===== src/rtl/sersub_pkg.sv =====
// Shared types and helpers for the bit-serial subtractor.
// The borrow function is shared by the cell and any reference model.
package sersub_pkg;

  typedef enum logic [1:0] {IDLE, RUN, DONE} sersub_state_t;

  function automatic logic fs_borrow(input logic a, input logic b, input logic br);
    return (~a & b) | (~(a ^ b) & br);
  endfunction

endpackage


===== src/rtl/serial_subtractor_fs_cell.sv =====
// Combinational 1-bit full subtractor: d = x - y - bi, bo = borrow out.
module fs_cell
  import sersub_pkg::*;
(
  input  logic x,
  input  logic y,
  input  logic bi,
  output logic d,
  output logic bo
);

  assign d  = x ^ y ^ bi;
  assign bo = fs_borrow(x, y, bi);

endmodule


===== src/rtl/serial_subtractor.sv =====
// Bit-serial WIDTH-bit subtractor, diff = a - b - bin, one bit per clock LSB first.
// Define SERSUB_SIGNED_OVF_EN to add the signed-overflow flag on ovf.
module serial_subtractor
  import sersub_pkg::*;
#(
  parameter int WIDTH = 8
) (
  input  logic             clk,
  input  logic             rst_n,
  input  logic             start,
  input  logic [WIDTH-1:0] a,
  input  logic [WIDTH-1:0] b,
  input  logic             bin,
  output logic             busy,
  output logic             done,
  output logic [WIDTH-1:0] diff,
  output logic             bout,
  output logic             ovf
);

  localparam int CNT_W = $clog2(WIDTH);
  localparam logic [CNT_W-1:0] LAST_BIT = CNT_W'(WIDTH - 1);

  sersub_state_t    state_q, state_d;
  logic [WIDTH-1:0] aSr_q, bSr_q, diff_q;
  logic [CNT_W-1:0] cnt_q;
  logic             br_q, bout_q;
  logic             cellD, cellBo;
  logic             load, lastBit;

  // A new request is taken in IDLE and also in DONE, so back-to-back runs need no gap.
  assign load    = start && (state_q != RUN);
  assign lastBit = (state_q == RUN) && (cnt_q == LAST_BIT);

  fs_cell uCell (
    .x  (aSr_q[0]),
    .y  (bSr_q[0]),
    .bi (br_q),
    .d  (cellD),
    .bo (cellBo)
  );

  always_ff @(posedge clk or negedge rst_n) begin
    if (!rst_n) state_q <= IDLE;
    else        state_q <= state_d;
  end

  always_comb begin
    state_d = state_q;
    case (state_q)
      IDLE:    if (start) state_d = RUN;
      RUN:     if (cnt_q == LAST_BIT) state_d = DONE;
      DONE:    state_d = start ? RUN : IDLE;
      default: state_d = IDLE;
    endcase
  end

  always_comb begin
    busy = 1'b0;
    done = 1'b0;
    case (state_q)
      RUN:     busy = 1'b1;
      DONE:    done = 1'b1;
      default: ;
    endcase
  end

  always_ff @(posedge clk or negedge rst_n) begin
    if (!rst_n) begin
      aSr_q  <= '0;
      bSr_q  <= '0;
      br_q   <= 1'b0;
      cnt_q  <= '0;
      diff_q <= '0;
      bout_q <= 1'b0;
    end else if (load) begin
      aSr_q <= a;
      bSr_q <= b;
      br_q  <= bin;
      cnt_q <= '0;
    end else if (state_q == RUN) begin
      aSr_q  <= aSr_q >> 1;
      bSr_q  <= bSr_q >> 1;
      br_q   <= cellBo;
      cnt_q  <= cnt_q + CNT_W'(1);
      diff_q <= {cellD, diff_q[WIDTH-1:1]};
      if (lastBit) bout_q <= cellBo;
    end
  end

`ifdef SERSUB_SIGNED_OVF_EN
  logic brMsb_q;

  // The borrow entering the MSB differs from the one leaving it exactly on signed overflow.
  always_ff @(posedge clk or negedge rst_n) begin
    if (!rst_n)       brMsb_q <= 1'b0;
    else if (lastBit) brMsb_q <= br_q;
  end

  assign ovf = brMsb_q ^ bout_q;
`else
  assign ovf = 1'b0;
`endif

  assign diff = diff_q;
  assign bout = bout_q;

endmodule


===== config.mk =====
export PLATFORM = sky130hd
export DESIGN_NAME = serial_subtractor
export DESIGN_NICKNAME = d
export VERILOG_FILES = /design/src/rtl/sersub_pkg.sv /design/src/rtl/serial_subtractor_fs_cell.sv /design/src/rtl/serial_subtractor.sv
export SDC_FILE = /design/constraint.sdc
export NUM_CORES = 1
export LEC_CHECK = 0
export BUFFER_PORTS_ARGS = -buffer_cell sky130_fd_sc_hd__buf_4
export CORE_UTILIZATION = 56
export CTS_BUF_LIST = sky130_fd_sc_hd__clkbuf_2
export DETAILED_ROUTE_END_ITERATION = 16
export GPL_TIMING_DRIVEN = 0
export PLACE_DENSITY = 0.91
export SETUP_SLACK_MARGIN = 0.15
export SLEW_MARGIN = 40
export SYNTH_ARGS = -nofsm -noshare
export SYNTH_HDL_FRONTEND = slang
export SYNTH_SLANG_ARGS = --single-unit
export TNS_END_PERCENT = 1

===== constraint.sdc =====
create_clock -name clk -period 1.5 [get_ports clk]
set_clock_uncertainty 0.1 [all_clocks]
set_input_delay 0.075 -clock clk [delete_from_list [all_inputs] [get_ports clk]]
set_output_delay 0.075 -clock clk [all_outputs]
set_load 0.02 [all_outputs]

After elaboration in Yosys (flattened, before gate mapping)
Index checks and enable logic that the tools add are counted.
- bits in registers: 31
- output and inout bits: 12
- bits of input ports: 20
- eq/ne operators: 6
- reduce and logical (&&, ||, !) cells: 7
- multiplexer cells: 14
- add/sub/neg operators: 1
- bitwise gates (word level): 8
- operators by type and width (kind ; number):
    two-way mux 8 bit ; 4
    two-way mux 3 bit ; 2
    one-hot mux 2 bit (3 select lines) ; 1
    two-way mux 1 bit ; 5
    two-way mux 2 bit ; 2
    inequality test 2 bit, second input constant ; 2
    AND reduction 2 bit ; 2
    adder 3 x 1 -> 3 bit, second input constant ; 1
    == test 3 bit, second input constant ; 1
    NOT 1 bit ; 3
    AND reduction 3 bit ; 1
    bitwise AND 1 bit ; 2
    == test 2 x 1 -> 1 bit, second input constant ; 1
    == test 2 bit, second input constant ; 1
    logical AND 1 bit ; 2
    logical NOT 2 bit ; 1
    inequality test 2 x 1 -> 1 bit, second input constant ; 1
    nonzero test 2 bit ; 1
    bitwise XOR 1 bit ; 2
    bitwise OR 1 bit ; 1

Longest topological paths before layout
- depth after elaboration: 6
- gate-level depth with buffers: 4
- depth with buffers taken out: 4

Cells and area by module
Synthesis repeated with hierarchy kept, for this count alone.
- cell total of the unflattened synthesis: 100
- area total of the unflattened synthesis: 1592.8 µm²
- by module, submodules not included (module ; instances ; sequential area each (µm²) ; area each (µm²) ; cells an instance):
    serial_subtractor ; 1 ; 775.7 ; 1561.5 ; 96
    fs_cell ; 1 ; 0.0 ; 31.3 ; 4

Worst setup path before layout
No wires, ideal clock.
- path type: register to register
- from: register state_q[1]
- to: register diff_q[6] (netlist: diff[6])
- library setup time: 125 ps
- setup slack: 152 ps
- data arrival time: 1124 ps
- clock period less this slack: 1348 ps
- data required time: 1275 ps
- path buffers: 1
- stages on the path, launching flop included: 5
- cells stage by stage: dfrtp_1 nand2b_1 buf_6 inv_2 mux2_2
- word-level cells in the longest chain between the ends: 4
- ends and longest elaborated chain (element ; RTL line ; source):
    start, declared ; serial_subtractor.sv:24 ; sersub_state_t state_q, state_d;
    start signal, assigned ; serial_subtractor.sv:45 ; else state_q <= state_d;
    inequality test 2 x 1 -> 1 bit ; serial_subtractor.sv:32 ; assign load = start && (state_q != RUN);
    logical AND 1 bit ; serial_subtractor.sv:32 ;
    NOT 1 bit (no source line) ; n/a ;
    AND reduction 2 bit (no source line) * ; n/a ;
    end signal, assigned ; serial_subtractor.sv:86 ; diff_q <= {cellD, diff_q[WIDTH-1:1]};
    end, declared ; serial_subtractor.sv:25 ; logic [WIDTH-1:0] aSr_q, bSr_q, diff_q;
Mark *: on every way between the ends. The rest lies on a longest branch, timed or not.
A chain may end at the register's enable or synchronous reset.

Worst setup path after layout
- from: register state_q[1]
- to: register bSr_q[6]
- word-level cells in the longest chain between the ends: 3
- ends and longest elaborated chain (element ; RTL line ; source):
    inequality test 2 x 1 -> 1 bit ; serial_subtractor.sv:32 ;
    logical AND 1 bit ; serial_subtractor.sv:32 ;
    two-way mux 8 bit or nonzero test 2 bit (tied branches) ; n/a ;
    end signal, assigned ; serial_subtractor.sv:83 ; bSr_q <= bSr_q >> 1;
    end, declared ; serial_subtractor.sv:25 ;
Several ways; a longest one is shown, not always the timed one.

==> impl_results.md <==
* Largest family of logic cells by synthesized area: multiplexers
* CP required at between 1.5 and 2 ns
* Commonest non-fill, non-tap cell in the layout: buf_4
* Clock latency on the worst-skew pair at roughly 0.4 ns
* Setup-failing EPs final at 0
* Switching share of power at roughly 34%
* GR Layer Usage met2 at 49.4%
* Pwr Density at 2050 nW/µm²
* Static leakage at 1.15 nW
* Comb power frac at 55.3%
* Initial antenna violation count at 0
* CTS Buf Count at 5
* Synth Register Bits at 31
* Number of synthesis warnings at 0
* Site row count at 19
* Sequential share of the synthesized area at 48.6%
* Compound-Gate Fraction of Synth Area at 0%
* First-pass GRT wire length at 6740 µm
* Worst Setup SP: state_q[1]
* Post-synthesis mux area share at 39.0%
* Synth Cell Area at 1600 µm²
* Power, Total at ~4.7 mW
* DRC at 0
* Core Util, Final at a little over four fifths
* WS Path Type: reg -> reg
* CP startpoint kind: flip-flop
* Initial core utilization at between 50% and 60%
* Final period util at 97.6%
* Routed wire length per instance at 20.6 µm
* Fin. max-slew vios at 0
* Mapped Cells at 100
* Die ar. at 3070 µm²
* Sw Pwr at 1.57 mW
* Post-DP Area at 1860 µm²
* Status: completed
* Most frequent cells in the layout: buf_4 (35), mux2_4 (33), dfrtp_1 (31), dlygate4sd3_1 (19), buf_6 (7)
* CTS sink cnt at 31
* Final Non-Filler Cells at just under 200
* Antenna viol nets, final at 0
* Hold crit path type: in -> async
* Hold slack at approximately 0.029 ns
* Worst slack, placed at about 0.095 ns
* Core Box Area at 2730 µm²
* Die width at 55.4 µm
* Synth-to-Final Area Change at 43.1%
* 1st-iter DRT viols at 54
* FF-to-FF Start: state_q[1]
* Fin Setup TNS at 0 ns
* Crit. End Element: flip-flop
* CP max FO at 5
* Setup ws final at 0.0366 ns
* Final #Nets at 190
* CTS tree: built
* Placed cell count at 161
* Htree depth at 2
* Worst EP arrival at 1.64 ns
* Most used cell, CP: buf_12
* DP Wirelength at 1950 µm
* Syn Nets at 123
* # IOs at 32
* Distinct cells, synth at 16
* Pint at 3.11 mW
* Synth Area per Inst at roughly 16 µm²
* Inserted Diodes at 0
* Share of cells above drive strength 1 at a little under three fifths
* Clock share of power at 12.4%
* Root Buffer: clkbuf_2
* CTS max path bufs at 2
* Post-layout min period at ~1.5 ns
* Met1 GRT Util at 38.3%
* Max Clk Rate at between 0.6 and 0.7 GHz
* CP max stage delay at 0.42 ns
* Total wire length at ~4000 µm
* Reg power frac at 32.3%
* Post-Synth Adder-Cell Area at around 2.8%
* Post-synthesis xor/xnor area fraction at 0%
* Remaining Overflow, GRT at 0
* Vias in the first global route at 1222
* Buffers on Ports at 30
* Hold Fails Final Rpt at 0
* Final Cell Area at 2290 µm²
* Crit-path cells: nand2b_4 > buf_6 > buf_12 > buf_12 > mux2_4
* Pin count of the biggest net entering global routing at 32
* Vias at 1045
* Gr usage total at 30.3%
* Die height at ~55 µm
* Clock transition at path regs at between 0.15 and 0.2 ns
* Unrepaired setup endpoints after global routing: true
* CP max stage cell: dfrtp_1
* DR pass1 iterations at 4
* GR Layer Usage met3 at 7.73%
* Routability cong. at 0.748
* Max VDD drop at 1.65 mV
* Layer with the highest usage: met2
* Max-Cap Viols at 0
* Simple-gate area share of the yosys netlist at 3.13%
* Via/cell ratio at ~5.3
flip-flops by register name (all words and copies together), names as in the netlist:
register / count
aSr_q: 8
bout: 1
br_q: 1
bSr_q: 8
state_q: 2
cnt_q: 3
diff: 8
repair_timing:
item / 4_1_cts / 5_1_grt
resized for setup: 10 / 1
buffers inserted: 6 / 3
gates cloned: 2 / 0
setup endpoints to repair: 23 / 27
hold buffers: 19 / 0
endpoints found under the hold margin: 48 / 0
pin swaps: 1 / 0
Yosys cell counts:
| library cell | n | area share [%] |
|---|---|---|
| mux2i_1 | 6 | 3.8 |
| conb_1 | 1 | 0.23 |
| nor2_1 | 3 | 0.70 |
| inv_1 | 4 | 0.94 |
| mux2_4 | 33 | 31 |
| buf_12 | 2 | 2.5 |
| dfrtp_1 | 31 | 49 |
| ha_1 | 2 | 1.6 |
| nand3b_1 | 1 | 0.47 |
| nand2b_1 | 2 | 0.78 |
| inv_2 | 1 | 0.23 |
| buf_6 | 3 | 2.1 |
| buf_4 | 1 | 0.47 |
| nor2b_1 | 3 | 1.2 |
| fa_1 | 1 | 1.3 |
| mux2_2 | 6 | 4.2 |
final timing paths:
path | to | slack, ns | cells past startpoint
worst max-delay path | bSr_q[6] | 0.04 | 5
worst min-delay path | aSr_q[1] | 0.03 | 2
worst max register to register | bSr_q[6] | 0.04 | 5
worst min register to register | aSr_q[1] | 0.44 | 1
max in group asynchronous | bout | 0.95 | 2
min in group clk | bSr_q[7] | 0.41 | 4
logic make-up after synthesis:
family / after synthesis
other cells: 1
flops: 31
buf+inv: 11
simple gates: 9
fa+ha+maj: 3
mux: 45
metal layers:
metal	wire length (µm)	share of wire [%]
met1	1830	45
met4	97	2.4
met2	2010	49
met5	0	0
met3	169	4.1
worst max-delay path: cells and delay by family, from the launching register on:
family / cells / cell delay [ns]
buf+inv: 3 / 0.39
flops: 1 / 0.42
simple gates: 1 / 0.15
mux: 1 / 0.30
cell type report:
class,count,area (µm²)
clock buffer,5,25.0
sequential,31,776
multi-input combinational,58,737
clock inverter,3,38.8
fill,118,448
buffer,6,81.3
inverter,5,23.8
tap,31,38.8
timing repair buffer,60,566
power by group through the flow:
stage | logic (mW) | registers, mW | clock network [mW]
2_1_floorplan | 1.37 | 1.58 | 0
3_3_place_gp | 1.94 | 1.45 | 0
3_5_place_dp | 2.00 | 1.49 | 0
4_1_cts | 2.44 | 1.47 | 0.583
5_1_grt | 2.71 | 1.55 | 0.633
6_report | 2.59 | 1.51 | 0.580
(Power assumes the default switching activity.)
